**src/rtl/ext_defs.sv**
```systemverilog
// Shared definitions for the immediate extender: opcode encodings and widths.
package ext_defs;

   localparam int unsigned EOP_W = 3;

   typedef enum logic [EOP_W-1:0] {
      EOP_SEXT     = 3'd0,
      EOP_ZEXT     = 3'd1,
      EOP_LUI      = 3'd2,
      EOP_SEXT_SHL = 3'd3,
      EOP_ZEXT_SHL = 3'd4
   } eop_e;

   // Last legal opcode; anything above is flagged illegal.
   localparam logic [EOP_W-1:0] EOP_MAX = 3'd4;

endpackage

```
**src/rtl/imm_ext_core.sv**
```systemverilog
// Combinational immediate extender: sign/zero/upper placement with optional left shift.
module imm_ext_core
   import ext_defs::*;
#(
   parameter int unsigned IMM_W    = 16,
   parameter int unsigned DATA_W   = 32,
   parameter int unsigned BR_SHIFT = 2
) (
   input  logic [IMM_W-1:0]  imm,
   input  logic [EOP_W-1:0]  eop,
   output logic [DATA_W-1:0] ext,
   output logic              illegal
);

   logic [DATA_W-1:0] w_sext;
   logic [DATA_W-1:0] w_zext;
   logic [DATA_W-1:0] w_lui;

   assign w_sext = {{(DATA_W-IMM_W){imm[IMM_W-1]}}, imm};
   assign w_zext = {{(DATA_W-IMM_W){1'b0}}, imm};
   assign w_lui  = {imm, {(DATA_W-IMM_W){1'b0}}};

   always_comb begin
      ext     = '0;
      illegal = 1'b0;
      case (eop_e'(eop))
         EOP_SEXT:     ext = w_sext;
         EOP_ZEXT:     ext = w_zext;
         EOP_LUI:      ext = w_lui;
         EOP_SEXT_SHL: ext = w_sext << BR_SHIFT;
         EOP_ZEXT_SHL: ext = w_zext << BR_SHIFT;
         default:      illegal = 1'b1;
      endcase
      if (eop > EOP_MAX) begin
         ext     = '0;
         illegal = 1'b1;
      end
   end

endmodule

```
**src/rtl/imm_ext_pipe.sv**
```systemverilog
// Registered immediate extender with valid/ready handshake, 2-entry skid buffer,
// illegal-opcode error counter and synchronous flush.
module imm_ext_pipe
   import ext_defs::*;
#(
   parameter int unsigned IMM_W    = 16,
   parameter int unsigned DATA_W   = 32,
   parameter int unsigned BR_SHIFT = 2,
   parameter int unsigned TAG_W    = 32,
   parameter int unsigned CNT_W    = 8
) (
   input  logic              clk,
   input  logic              reset,
   input  logic              flush,
   input  logic              in_valid,
   output logic              in_ready,
   input  logic [IMM_W-1:0]  in_imm,
   input  logic [EOP_W-1:0]  in_eop,
   input  logic [TAG_W-1:0]  in_tag,
   output logic              out_valid,
   input  logic              out_ready,
   output logic [DATA_W-1:0] out_ext,
   output logic [TAG_W-1:0]  out_tag,
   output logic              out_err,
   output logic [CNT_W-1:0]  err_cnt
);

   logic [DATA_W-1:0] w_ext;
   logic              w_illegal;
   logic              w_acc;
   logic              w_drain;

   logic              r_main_valid;
   logic [DATA_W-1:0] r_main_ext;
   logic [TAG_W-1:0]  r_main_tag;
   logic              r_main_err;

   logic              r_skid_valid;
   logic [DATA_W-1:0] r_skid_ext;
   logic [TAG_W-1:0]  r_skid_tag;
   logic              r_skid_err;

   logic [CNT_W-1:0]  r_cnt;

   imm_ext_core #(
      .IMM_W    (IMM_W),
      .DATA_W   (DATA_W),
      .BR_SHIFT (BR_SHIFT)
   ) u_core (
      .imm     (in_imm),
      .eop     (in_eop),
      .ext     (w_ext),
      .illegal (w_illegal)
   );

   assign in_ready  = !r_skid_valid && !reset;
   assign w_acc     = in_valid && in_ready;
   assign w_drain   = r_main_valid && out_ready;

   assign out_valid = r_main_valid;
   assign out_ext   = r_main_ext;
   assign out_tag   = r_main_tag;
   assign out_err   = r_main_err;
   assign err_cnt   = r_cnt;

   always_ff @(posedge clk) begin
      if (reset) begin
         r_main_valid <= 1'b0;
         r_main_ext   <= '0;
         r_main_tag   <= '0;
         r_main_err   <= 1'b0;
         r_skid_valid <= 1'b0;
         r_skid_ext   <= '0;
         r_skid_tag   <= '0;
         r_skid_err   <= 1'b0;
         r_cnt        <= '0;
      end else if (flush) begin
         // Entry presented during flush is dropped and not counted.
         r_main_valid <= 1'b0;
         r_skid_valid <= 1'b0;
      end else begin
         if (w_acc && w_illegal && (r_cnt != '1))
            r_cnt <= r_cnt + 1'b1;

         if (!r_main_valid || w_drain) begin
            if (r_skid_valid) begin
               r_main_valid <= 1'b1;
               r_main_ext   <= r_skid_ext;
               r_main_tag   <= r_skid_tag;
               r_main_err   <= r_skid_err;
               r_skid_valid <= 1'b0;
            end else if (w_acc) begin
               r_main_valid <= 1'b1;
               r_main_ext   <= w_ext;
               r_main_tag   <= in_tag;
               r_main_err   <= w_illegal;
            end else begin
               r_main_valid <= 1'b0;
            end
         end else if (w_acc) begin
            r_skid_valid <= 1'b1;
            r_skid_ext   <= w_ext;
            r_skid_tag   <= in_tag;
            r_skid_err   <= w_illegal;
         end
      end
   end

endmodule

```
**config.mk**
```make
export PLATFORM = sky130hd
export DESIGN_NAME = imm_ext_pipe
export DESIGN_NICKNAME = d
export VERILOG_FILES = /design/src/rtl/ext_defs.sv /design/src/rtl/imm_ext_core.sv /design/src/rtl/imm_ext_pipe.sv
export SDC_FILE = /design/constraint.sdc
export NUM_CORES = 1
export LEC_CHECK = 0
export CAP_MARGIN = 15
export CORE_AREA = 2 2 115 117
export DETAILED_ROUTE_END_ITERATION = 7
export DIE_AREA = 0 0 117 119
export PLACE_DENSITY = 0.82
export SYNTH_ARGS = -nofsm -noshare
export SYNTH_HDL_FRONTEND = slang
export SYNTH_SLANG_ARGS = --single-unit
```
**constraint.sdc**
```tcl
create_clock -name clk -period 2 [get_ports clk]
set_clock_uncertainty 0.1 [all_clocks]
set_input_delay 0.4 -clock clk [delete_from_list [all_inputs] [get_ports clk]]
set_output_delay 0.4 -clock clk [all_outputs]
set_load 0.03 [all_outputs]
```
### Word level (Yosys, flattened, before mapping)

Index checks and enable logic that the tools add are counted.

| word-level totals | value |
|---|---|
| register bits | 140 |
| output and inout bits | 75 |

| cells by class | value |
|---|---|
| add/subtract/negate cells | 1 |
| magnitude comparators | 1 |
| equal/unequal tests | 5 |
| muxes and demuxes | 12 |
| bitwise logic cells | 2 |
| reduce and logical (&&, ||, !) cells | 17 |

Operators by type and width:

| operator | number |
|---|---|
| 2-to-1 mux 32 bit | 5 |
| one-hot mux 32 bit (5 select lines) | 1 |
| adder 8 x 1 -> 8 bit (second input constant) | 1 |
| != test 8 bit (second input constant) | 1 |
| == test 3 x 2 -> 1 bit (second input constant) | 2 |
| 2-to-1 mux 1 bit | 6 |
| AND reduction 3 bit | 2 |
| logical AND 1 bit | 5 |
| OR reduction 5 bit | 1 |
| == test 3 x 1 -> 1 bit (second input constant) | 1 |
| == test 3 bit (second input constant) | 1 |
| greater-than comparator 3 bit (second input constant) | 1 |
| logical NOT 1 bit | 3 |
| logical NOT 3 bit | 1 |
| OR reduction 3 bit | 1 |
| NOT 1 bit | 2 |
| AND reduction 2 bit | 1 |
| nonzero test 2 bit | 1 |
| OR reduction 2 bit | 1 |
| logical OR 1 bit | 1 |

### Depth between registers and ports, before layout

| logic depth | value |
|---|---|
| word-level depth | 7 |
| gate-level depth with buffers | 8 |

### Hierarchy

Synthesis repeated with hierarchy kept, for this count alone.

| unflattened totals | value |
|---|---|
| cells, all modules | 712 |
| area, all modules | 6324.8 um^2 |

Modules (own cells, without submodules):

| module | instances | cells an instance | area an instance (um^2) |
|---|---|---|---|
| imm_ext_pipe | 1 | 628 | 5591.6 |
| imm_ext_core | 1 | 84 | 733.2 |

### Least setup slack after synthesis

OpenSTA, ideal clock, no wires.

| path | value |
|---|---|
| path type | register to register |
| start point | reg r_cnt[2], in the netlist err_cnt[2] |
| end point | reg r_cnt[7], in the netlist err_cnt[7] |
| arrival | 1.737 ns |
| path slack | 0.092 ns |
| stages on the path, launching flop included | 5 |
| path through | dfxtp_1 > nand4_1 > or2_0 > or4_1 > a21oi_1 |

| between the ends | value |
|---|---|
| word-level cells in the longest chain between the ends | 3 |
| elaborated cells between the ends (all ways) | 4 |
| those cells by class | add/sub (1); eq/ne (1); reduce/logical (2) |

Ends and longest elaborated chain:

| what | RTL line | source |
|---|---|---|
| start, declared | imm_ext_pipe.sv:43 | `logic [CNT_W-1:0] r_cnt;` |
| start signal, assigned | imm_ext_pipe.sv:83 | `r_cnt <= r_cnt + 1'b1;` |
| parallel branches: the longest is 3 deep, another holds adder 8 x 1 -> 8 bit | -- |  |

Several ways; the timed one is not identified.
A chain may end at the register's enable or synchronous reset.

### Final worst setup path

| path | value |
|---|---|
| start point | reg r_main_tag[6], in the netlist out_tag[6] |
| end point | out out_tag[6] |

RTL lines:

| what | RTL line | source |
|---|---|---|
| start, declared | imm_ext_pipe.sv:35 | `logic [TAG_W-1:0] r_main_tag;` |
| start signal, assigned | imm_ext_pipe.sv:89 | `r_main_tag <= r_skid_tag;` |
| start signal, assigned | imm_ext_pipe.sv:95 | `r_main_tag <= in_tag;` |
| end, declared | imm_ext_pipe.sv:23 | `output logic [TAG_W-1:0] out_tag,` |

No word-level cell between the ends.

==> flow_summary_export.csv <==
group,metric,value,unit
route,drtAntennaViolNets,0,
global_routing,antenna_found_initial,0,
logic_synthesis,synthTopCellsByArea,"dfxtp_1 45%, a211oi_1 9.4%, a21oi_1 5.8%",
power,power.total,6.41,mW
sta,timing.fmax,509,MHz
worst_setup_path,rr_endpoint,"r_skid_tag[28]$_SDFFE_PP0P_",
worst_setup_path,worst_setup_path_start_kind,"register",
logic_synthesis,synth-seq-cells,140,
route,post_drt_wl_per_cell,16.3,um
global_routing,grt_remaining_overflow,0,
die,ioPinCount,131,
worst_setup_path,path_cells,"clkdlybuf4s50_1",
sta,layout_setup_ws,0.0360,ns
power,power_density,760,nW/um2
layout,finalNonFillerCells,1028,
logic_synthesis,synth.largest_area_cell,"dfxtp_1",
logic_synthesis,yosysWarnings,0,
clocking,cts_tree,"yes",
worst_setup_path,r2r_slack,0.15,ns
layout,seqCellArea,2810,um2
sta,worst_slew_pin_slew,0.547,ns
worst_setup_path,critPathArrivalTime,1.46,ns
min_path,hp-start,"reset",
worst_setup_path,cp-end-kind,"output pin",
clocking,insertion_delay,0.41,ns
placement,placed_area,7900,um2
placement,port_buffers,130,
logic_synthesis,synth_seq_area_share,45.4,%
layout,area_delta_synth_final,36.5,%
power,p_leak,2.93,nW
worst_setup_path,worst-setup-path-type,"reg -> out",
status,outcome,"completed",
route,viasPerCell,5.72,
sta,slew_headroom,63.3,%
logic_synthesis,synth.avg_cell_area,8.69,um2
logic_synthesis,synth.distinct_cells,44,
min_path,min_path_cells,2,
layout,n_antenna_cell,0,
worst_setup_path,cp-endpoint,"out_tag[6]",
worst_setup_path,cp_slowest_cell,"clkdlybuf4s50_1",
route,wl,16.7,mm
worst_setup_path,startpoint,"out_tag[6]$_SDFFE_PP0P_",
clocking,cts_max_path_buffers,2,
logic_synthesis,synthTopCellsByCount,"140 x dfxtp_1, 88 x nor2_1, 78 x nand2_1",
logic_synthesis,synth_top_area_share,45.4,%
placement,hpwl,11.4,mm
worst_setup_path,cp_data_required_time,1.50,ns
die,core,12900,um2
clocking,post_cts_buffers,0,
min_path,hold_path.class,"in -> reg",
worst_setup_path,slowest_delay,0.71,ns
logic_synthesis,syn-num-nets,768,
global_routing,grt_pass1_vias,5557,
clocking,cts_buffers,17,
worst_setup_path,cpLargestDelayFamily,"buffers and inverters",
clocking,path_clk_slew,0.05,ns
sta,final.min_clock_period,1.96,ns
sta,finalSetupTns,0,ns
route,vias,5879,
clocking,root_buffer,"clkbuf_16",
global_routing,grt_max_degree,114,
sta,grt_setup_unrepaired,"false",
placement,dp_cells,998,
flow_run,drv_cap,0,
layout,fin_nets,898,
die,die_w,117,um
worst_setup_path,worst-path-buf-inv,1,
sta,period_share,98.2,%
sta,report.final.slew_viol_count,0,
die,rows,42,
layout,multiInputGateArea,3080,um2
die,dieArea,13900,um2
logic_synthesis,synth_ff_type,"dfxtp_1",
placement,gp_congestion,0.850,
sta,hold_viol,0,
placement,place_ws,-0.486,ns
worst_setup_path,r2r_cells,5,
layout,final_area,8430,um2
die,start_util,48.0,%
global_routing,globalRouteTotalUtil,24.4,%
clocking,cts.sink_count,140,
die,fp.dieH,119,um
power,ir_drop,485,uV
clocking,holdBufCountCts,0,
global_routing,grt_pass1_wl,27.1,mm
logic_synthesis,syn_inst,711,
logic_synthesis,syn_area,6180,um2
layout,num-fill-cells,1029,
worst_setup_path,crit_cells,1,
logic_synthesis,synth_edf_count,0,
layout,drive_gt1_share,9.62,%
sta,whs,0.173,ns
logic_synthesis,postSynth.asyncResetShare,0,%
sta,setup_viol,0,
route,drcViolationCount,0,
route,drt_iter0_drc,432,
worst_setup_path,cp_max_fo,2,
clocking,h-tree-depth,4,
worst_setup_path,reg2reg_from,"r_skid_valid$_SDFFE_PP0P_",
route,firstDrtPassIters,5,
logic_synthesis,yosysMostFrequentCell,"dfxtp_1",
layout,fin_util,65.5,%
registers in the layout, indices dropped and copies added, names as in the netlist:
name,count
r_skid_err,1
out_err,1
out_ext,32
r_skid_ext,32
out_valid,1
r_skid_tag,32
r_skid_valid,1
out_tag,32
err_cnt,8
logic make-up after synthesis:
kind of cell	after synthesis	synth area share, %
AO/OA/AOI/OAI	205	22.8
adder cells (fa/ha/maj)	1	0.202
AND/OR/NAND/NOR	258	20.8
multiplexers	34	5.51
XOR/XNOR	2	0.284
flip-flops	140	45.4
buffers and inverters	71	5.02
how the worst min path moves through the flow:
stage                                      end  slack, ns
detailed placement  r_skid_tag[0]$_SDFFE_PP0P_       0.35
global placement    r_skid_ext[0]$_SDFFE_PP0P_       0.34
CTS                  r_skid_valid$_SDFFE_PP0P_       0.15
floorplan           r_skid_ext[0]$_SDFFE_PP0P_       0.33
global route         r_skid_valid$_SDFFE_PP0P_       0.17
finish               r_skid_valid$_SDFFE_PP0P_       0.17
timing repair:
item	CTS	global route
resized for setup	8	9
cloned	0	0
endpoints found under the setup margin	11	9
layer usage:
metal	track usage, %	part of all wire [%]
met4	10.1	2.3
met5	0	0
met1	31.3	43
met2	39.5	49
met3	5.50	6.2
final cells by class:
class,instances,area share (%)
clock buffer,28,5.89
multi-input combinational,500,36.5
sequential,140,33.3
tap,176,2.61
inverter,3,0.134
timing repair buffer,179,21.5
clock inverter,2,0.119
cells in the final DEF, fill, tap and decap left out, types with 3 or more instances in the layout:
| cell type | count |
|---|---|
| nor3_1 | 6 |
| a21oi_1 | 71 |
| clkbuf_1 | 8 |
| a2bb2oi_1 | 13 |
| clkbuf_16 | 17 |
| dlymetal6s2s_1 | 8 |
| dfxtp_1 | 139 |
| nand2b_1 | 5 |
| buf_12 | 10 |
| a211oi_1 | 77 |
| o41ai_1 | 14 |
| clkdlybuf4s50_1 | 114 |
| nand4b_1 | 14 |
| nand2_1 | 78 |
| nor2b_1 | 16 |
| mux2i_1 | 34 |
| nand3b_1 | 29 |
| dlygate4sd2_1 | 6 |
| nor2_1 | 88 |
| buf_4 | 40 |
| or3_1 | 4 |
| o211ai_1 | 15 |
| nand3_1 | 5 |
| o21ai_0 | 3 |
| clkbuf_8 | 3 |
where the power goes:
part / internal, mW / total [mW] / switching, mW
combinational: 0.368 / 0.790 / 0.423
sequential: 2.85 / 2.89 / 0.0346
clock: 1.67 / 2.74 / 1.07
Power figures use the tool's default switching activity.
